--- config.mk ---
export PLATFORM = sky130hd
export DESIGN_NAME = status_updater
export DESIGN_NICKNAME = d
export VERILOG_FILES = /design/src/rtl/status_updater_pkg.sv /design/src/rtl/onehot_decoder.sv /design/src/rtl/status_updater.sv
export SDC_FILE = /design/constraint.sdc
export NUM_CORES = 1
export LEC_CHECK = 0
export BUFFER_PORTS_ARGS = -buffer_cell sky130_fd_sc_hd__buf_2
export CORE_MARGIN = 10
export CORE_UTILIZATION = 55
export CTS_BUF_LIST = sky130_fd_sc_hd__clkbuf_4 sky130_fd_sc_hd__clkbuf_8
export CTS_CLUSTER_SIZE = 16
export DETAILED_ROUTE_END_ITERATION = 6
export GPL_ROUTABILITY_DRIVEN = 0
export PLACE_DENSITY = 0.95
export SYNTH_ARGS = -nofsm -noshare
export SYNTH_HDL_FRONTEND = slang
export SYNTH_HIERARCHICAL = 1
export SYNTH_SLANG_ARGS = --single-unit
--- constraint.sdc ---
create_clock -name clk -period 2.1 [get_ports clk]
set_input_delay 0.21 -clock clk [delete_from_list [all_inputs] [get_ports clk]]
set_output_delay 0.21 -clock clk [all_outputs]
set_load 0.02 [all_outputs]
--- src/rtl/status_updater_pkg.sv ---
// Shared sizing defaults and FSM encoding for the icache status-array write controller.
package status_updater_pkg;

   localparam int unsigned DEF_ADDR_WIDTH    = 4;
   localparam int unsigned DEF_NUM_BLOCKS    = 8;
   localparam int unsigned DEF_ROW_WIDTH     = DEF_NUM_BLOCKS;
   localparam int unsigned DEF_BLK_IDX_WIDTH = $clog2(DEF_NUM_BLOCKS);

   typedef enum logic [1:0] {
      ST_INIT  = 2'd0,
      ST_IDLE  = 2'd1,
      ST_FLUSH = 2'd2
   } state_e;

endpackage

--- src/rtl/onehot_decoder.sv ---
// Binary index to one-hot vector; builds the per-block write mask.
module onehot_decoder #(
   parameter int unsigned IDX_WIDTH = 3,
   parameter int unsigned OUT_WIDTH = 8
) (
   input  logic [IDX_WIDTH-1:0] idx,
   output logic [OUT_WIDTH-1:0] onehot
);

   always_comb begin
      onehot = '0;
      for (int i = 0; i < OUT_WIDTH; i++) begin
         if (idx == i[IDX_WIDTH-1:0]) begin
            onehot[i] = 1'b1;
         end
      end
   end

endmodule

--- src/rtl/status_updater.sv ---
// Write-side controller for the icache valid-bit array: zero sweeps on reset/flush,
// single-cycle masked writes for fill-complete and invalidate requests.
module status_updater
   import status_updater_pkg::*;
#(
   parameter int unsigned ADDR_WIDTH    = DEF_ADDR_WIDTH,
   parameter int unsigned NUM_BLOCKS    = DEF_NUM_BLOCKS,
   parameter int unsigned ROW_WIDTH     = DEF_ROW_WIDTH,
   parameter int unsigned BLK_IDX_WIDTH = DEF_BLK_IDX_WIDTH
) (
   input  logic                     clk,
   input  logic                     srst,
   input  logic                     i_halt,
   input  logic [ADDR_WIDTH-1:0]    i_req_addr,
   input  logic [BLK_IDX_WIDTH-1:0] i_req_block,
   input  logic                     i_req_op,
   input  logic                     i_req_valid,
   output logic                     o_req_ready,
   input  logic                     i_flush,
   output logic [ADDR_WIDTH-1:0]    o_w_addr,
   output logic [ROW_WIDTH-1:0]     o_w_data,
   output logic [NUM_BLOCKS-1:0]    o_w_wmask,
   output logic                     o_w_valid,
   output logic                     o_init_done,
   output logic                     o_busy
);

   state_e                  state_q, state_d;
   logic [ADDR_WIDTH-1:0]   row_q, row_d;
   logic                    flush_pend_q, flush_pend_d;
   logic                    init_done_q, init_done_d;
   logic                    w_valid_q, w_valid_d;
   logic [ADDR_WIDTH-1:0]   w_addr_q, w_addr_d;
   logic [ROW_WIDTH-1:0]    w_data_q, w_data_d;
   logic [NUM_BLOCKS-1:0]   w_wmask_q, w_wmask_d;

   logic [NUM_BLOCKS-1:0]   req_mask;
   logic                    req_accept;
   logic                    last_row;

   onehot_decoder #(
      .IDX_WIDTH (BLK_IDX_WIDTH),
      .OUT_WIDTH (NUM_BLOCKS)
   ) u_mask_dec (
      .idx    (i_req_block),
      .onehot (req_mask)
   );

   // A flush pulse in the same cycle blocks acceptance so it can never be overtaken.
   assign o_req_ready = (state_q == ST_IDLE) & ~flush_pend_q & ~i_halt & ~i_flush;
   assign req_accept  = i_req_valid & o_req_ready;
   assign last_row    = (row_q == {ADDR_WIDTH{1'b1}});

   always_comb begin
      state_d      = state_q;
      row_d        = row_q;
      flush_pend_d = flush_pend_q | i_flush;
      init_done_d  = init_done_q;
      w_valid_d    = w_valid_q;
      w_addr_d     = w_addr_q;
      w_data_d     = w_data_q;
      w_wmask_d    = w_wmask_q;

      if (!i_halt) begin
         unique case (state_q)
            ST_INIT, ST_FLUSH: begin
               w_valid_d = 1'b1;
               w_addr_d  = row_q;
               w_data_d  = '0;
               w_wmask_d = '1;
               row_d     = row_q + 1'b1;
               if (last_row) begin
                  state_d = ST_IDLE;
                  if (state_q == ST_INIT) begin
                     init_done_d = 1'b1;
                  end
               end
            end
            ST_IDLE: begin
               w_valid_d = 1'b0;
               w_addr_d  = '0;
               w_data_d  = '0;
               w_wmask_d = '0;
               if (flush_pend_q) begin
                  state_d      = ST_FLUSH;
                  flush_pend_d = i_flush;
               end else if (req_accept) begin
                  w_valid_d = 1'b1;
                  w_addr_d  = i_req_addr;
                  w_data_d  = {ROW_WIDTH{i_req_op}};
                  w_wmask_d = req_mask;
               end
            end
            default: begin
               state_d = ST_INIT;
               row_d   = '0;
            end
         endcase
      end
   end

   always_ff @(posedge clk) begin
      if (srst) begin
         state_q      <= ST_INIT;
         row_q        <= '0;
         flush_pend_q <= 1'b0;
         init_done_q  <= 1'b0;
         w_valid_q    <= 1'b0;
         w_addr_q     <= '0;
         w_data_q     <= '0;
         w_wmask_q    <= '0;
      end else begin
         state_q      <= state_d;
         row_q        <= row_d;
         flush_pend_q <= flush_pend_d;
         init_done_q  <= init_done_d;
         w_valid_q    <= w_valid_d;
         w_addr_q     <= w_addr_d;
         w_data_q     <= w_data_d;
         w_wmask_q    <= w_wmask_d;
      end
   end

   assign o_w_valid   = w_valid_q;
   assign o_w_addr    = w_addr_q;
   assign o_w_data    = w_data_q;
   assign o_w_wmask   = w_wmask_q;
   assign o_init_done = init_done_q;
   assign o_busy      = (state_q == ST_INIT) | (state_q == ST_FLUSH);

endmodule

==> results.json <==
{
  "clockBufferDepth": 2,
  "ys_seq_area_share_pct": 41.3,
  "cts_tree": "built",
  "synth-edff-count": 0,
  "area_growth_pct": 17.0,
  "io_pins": 37,
  "initial_utilization_pct": 59.9,
  "max_slew_margin_pct": 56.2,
  "grt-ovfl-total": 0,
  "cp_cell_sequence": "nand2b_1, nor4_1, buf_2",
  "die_y_um": 64.1,
  "cts_root_buf": "clkbuf_4",
  "post_cts_resized": 0,
  "netlist-cell-type-count": 29,
  "hold_buffers": 0,
  "die_area_sq_um": 4100,
  "hold_path_depth": 3,
  "min_from": "i_req_op",
  "clock_sinks": 22,
  "hold_end": "o_w_data[6]",
  "antennaDiodeCount": 0,
  "maxCapViolCount": 0,
  "wl_mm": 2.65,
  "syn_area_per_cell_sq_um": 8.89,
  "grt_pass1_vias": 925,
  "end_kind": "output pin",
  "cts_buffers": 3,
  "leakagePower_nw": 0.546,
  "yosys.area.top_type": "dfxtp_1",
  "rsz0062_at_grt": "false",
  "layout.nets": 161,
  "layout_worst_path_cycle_share_pct": 91.3,
  "cts_htree_levels": 1,
  "row_count": 15,
  "drtIter0Drc": 24,
  "slew_violations": 0,
  "async_reset_ff_share_pct": 0,
  "antenna_found_initial": 0,
  "synth-seq-cells": 22,
  "fin_crit_ns": 1.92,
  "crit_family": "simple AND/OR/NAND/NOR gates",
  "syn_nets": 134,
  "cpMaxStageDelayCell": "dfxtp_1",
  "dp_hpwl_mm": 1.96,
  "r2r_end": "o_w_addr[0]",
  "finalHoldViolations": 0,
  "fp.dieW_um": 64.1,
  "rrSetupSlack_ns": 0.49,
  "cp.required_ns": 1.89,
  "powerDensity_nw_per_um2": 714,
  "via_per_inst": 5.61,
  "utilization_pct": 70.0,
  "cpPeakStageDelay_ns": 0.57,
  "drt.antenna.violating_nets": 0,
  "design_area_sq_um": 1250,
  "core-area_sq_um": 1780,
  "hp-class": "in2reg",
  "drive_gt1_share_pct": 32.9,
  "insertion_delay_ns": 0.31,
  "ir_worst_vdd_mv": 0.469,
  "dp_cells": 167,
  "total_power_mw": 0.892,
  "setup-violations-final": 0,
  "port-buffer-count": 36,
  "status": "finished clean",
  "fmaxAchievable_mhz": 522,
  "skew_ns": 0.00360,
  "layout_common_cells": "buf_2, dfxtp_1, nor2_1, o2bb2ai_1, a21oi_1",
  "drtPass1Iterations": 4,
  "synthCells": 120,
  "yosys-top-cells-area": "dfxtp_1, o2bb2ai_1, buf_4, a21oi_1, nor2_1",
  "syn_area_sq_um": 1070,
  "path_buf_inv": 1,
  "grtUsageTotal_pct": 12.9,
  "cp.arrival_ns": 1.71,
  "cts_setup_buffers": 0,
  "grt_max_degree": 20,
  "drc": 0,
  "num_vias": 960,
  "path_max_fanout": 13,
  "start_kind": "flop",
  "dpl-instance-area_sq_um": 1200,
  "cts.clk_slew.worst_paths_ns": 0.12,
  "wl_per_cell_um": 15.5,
  "stdcell_count": 171,
  "fin_setup_tns_ns": 0,
  "worst_slew_pin_slew_ns": 0.656,
  "layout.cells.most_common": "buf_2",
  "synth_warnings": 6,
  "reg2reg_from": "state_q[0]",
  "grt_pass1_wl_mm": 4.33,
  "synth_flop_cell": "dfxtp_1",
  "synth_top_area_share_pct": 41.3,
  "worstSetupPathType": "reg2out",
  "ff2ff_path_depth": 3
}
## cell type report
cell class	count	area, sq um
well taps	25	31.3
clock inverters	1	30.0
flip-flops and latches	22	440
repair buffers	38	195
multi-input cells	79	518
clock buffers	3	22.5
fillers	144	534
inverters	3	11.3
## registers in the layout, indices dropped and copies added, names as in the netlist
register / cells
flush_pend_q: 1
o_w_addr: 4
o_init_done: 1
row_q: 4
o_w_data: 1
o_w_wmask: 8
state_q: 2
o_w_valid: 1
## per-stage QoR
step	hold slack [ns]	setup WS, ns
after floorplan	0.339	0.545
after global placement	0.443	0.656
after detailed placement	0.441	0.519
after CTS	0.139	0.208
after global routing	0.141	0.0647
final	0.147	0.183
## cells in the mapped netlist (2+ instances only)
cell type  number
mux2i_1         4
nor2b_1         2
o21ai_0         8
and3b_2         3
nor3b_1         5
nand2_1         2
buf_2           6
a31oi_1         2
nor3_1          4
nor2_1         12
nand3_1         2
dfxtp_1        22
buf_4           8
a21oi_1         9
inv_1           3
o2bb2ai_1      12
nand2b_1        3
clkbuf_1        2
## how the worst max path moves through the flow
stage | start | to | slack [ns] | depth (start not counted)
after floorplan | state_q[1] | o_req_ready | 0.54 | 4
after global placement | state_q[0] | o_w_addr[1] | 0.66 | 3
after detailed placement | state_q[0] | o_w_addr[2] | 0.52 | 3
after CTS | state_q[0] | o_req_ready | 0.21 | 3
after global routing | state_q[0] | o_req_ready | 0.06 | 3
final | state_q[0] | o_req_ready | 0.18 | 3
## routing by layer
layer / routed length [um] / global-route usage, %
met5: 0 / 0
met4: 77 / 7.65
met2: 1260 / 20.5
met1: 1120 / 14.9
met3: 188 / 3.83
## worst reg2reg max path, cell delays in order (launching register included)
cell and delay [ns]:
dfxtp_1 0.57, nor2b_1 0.60, mux2i_1 0.28, o2bb2ai_1 0.07
## power breakdown
part	internal, mW	total, mW	switching [mW]
clock	0.193	0.325	0.132
sequential	0.439	0.455	0.0159
combinational	0.0441	0.111	0.0670
total	0.676	0.892	0.215
## cell families (layout without fill, tap and decap cells)
logic type                 Yosys count  count (layout)  synth area share (%)
AOI/OAI and AO/OA                   34              34                  21.3
adders and majority gates            1               1                  1.17
buffers and inverters               19              45                  10.2
DFF                                 22              22                  41.3
muxes                                4               4                  3.75
and+or+nand+nor                     40              40                  22.3
(Power assumes the default switching activity.)
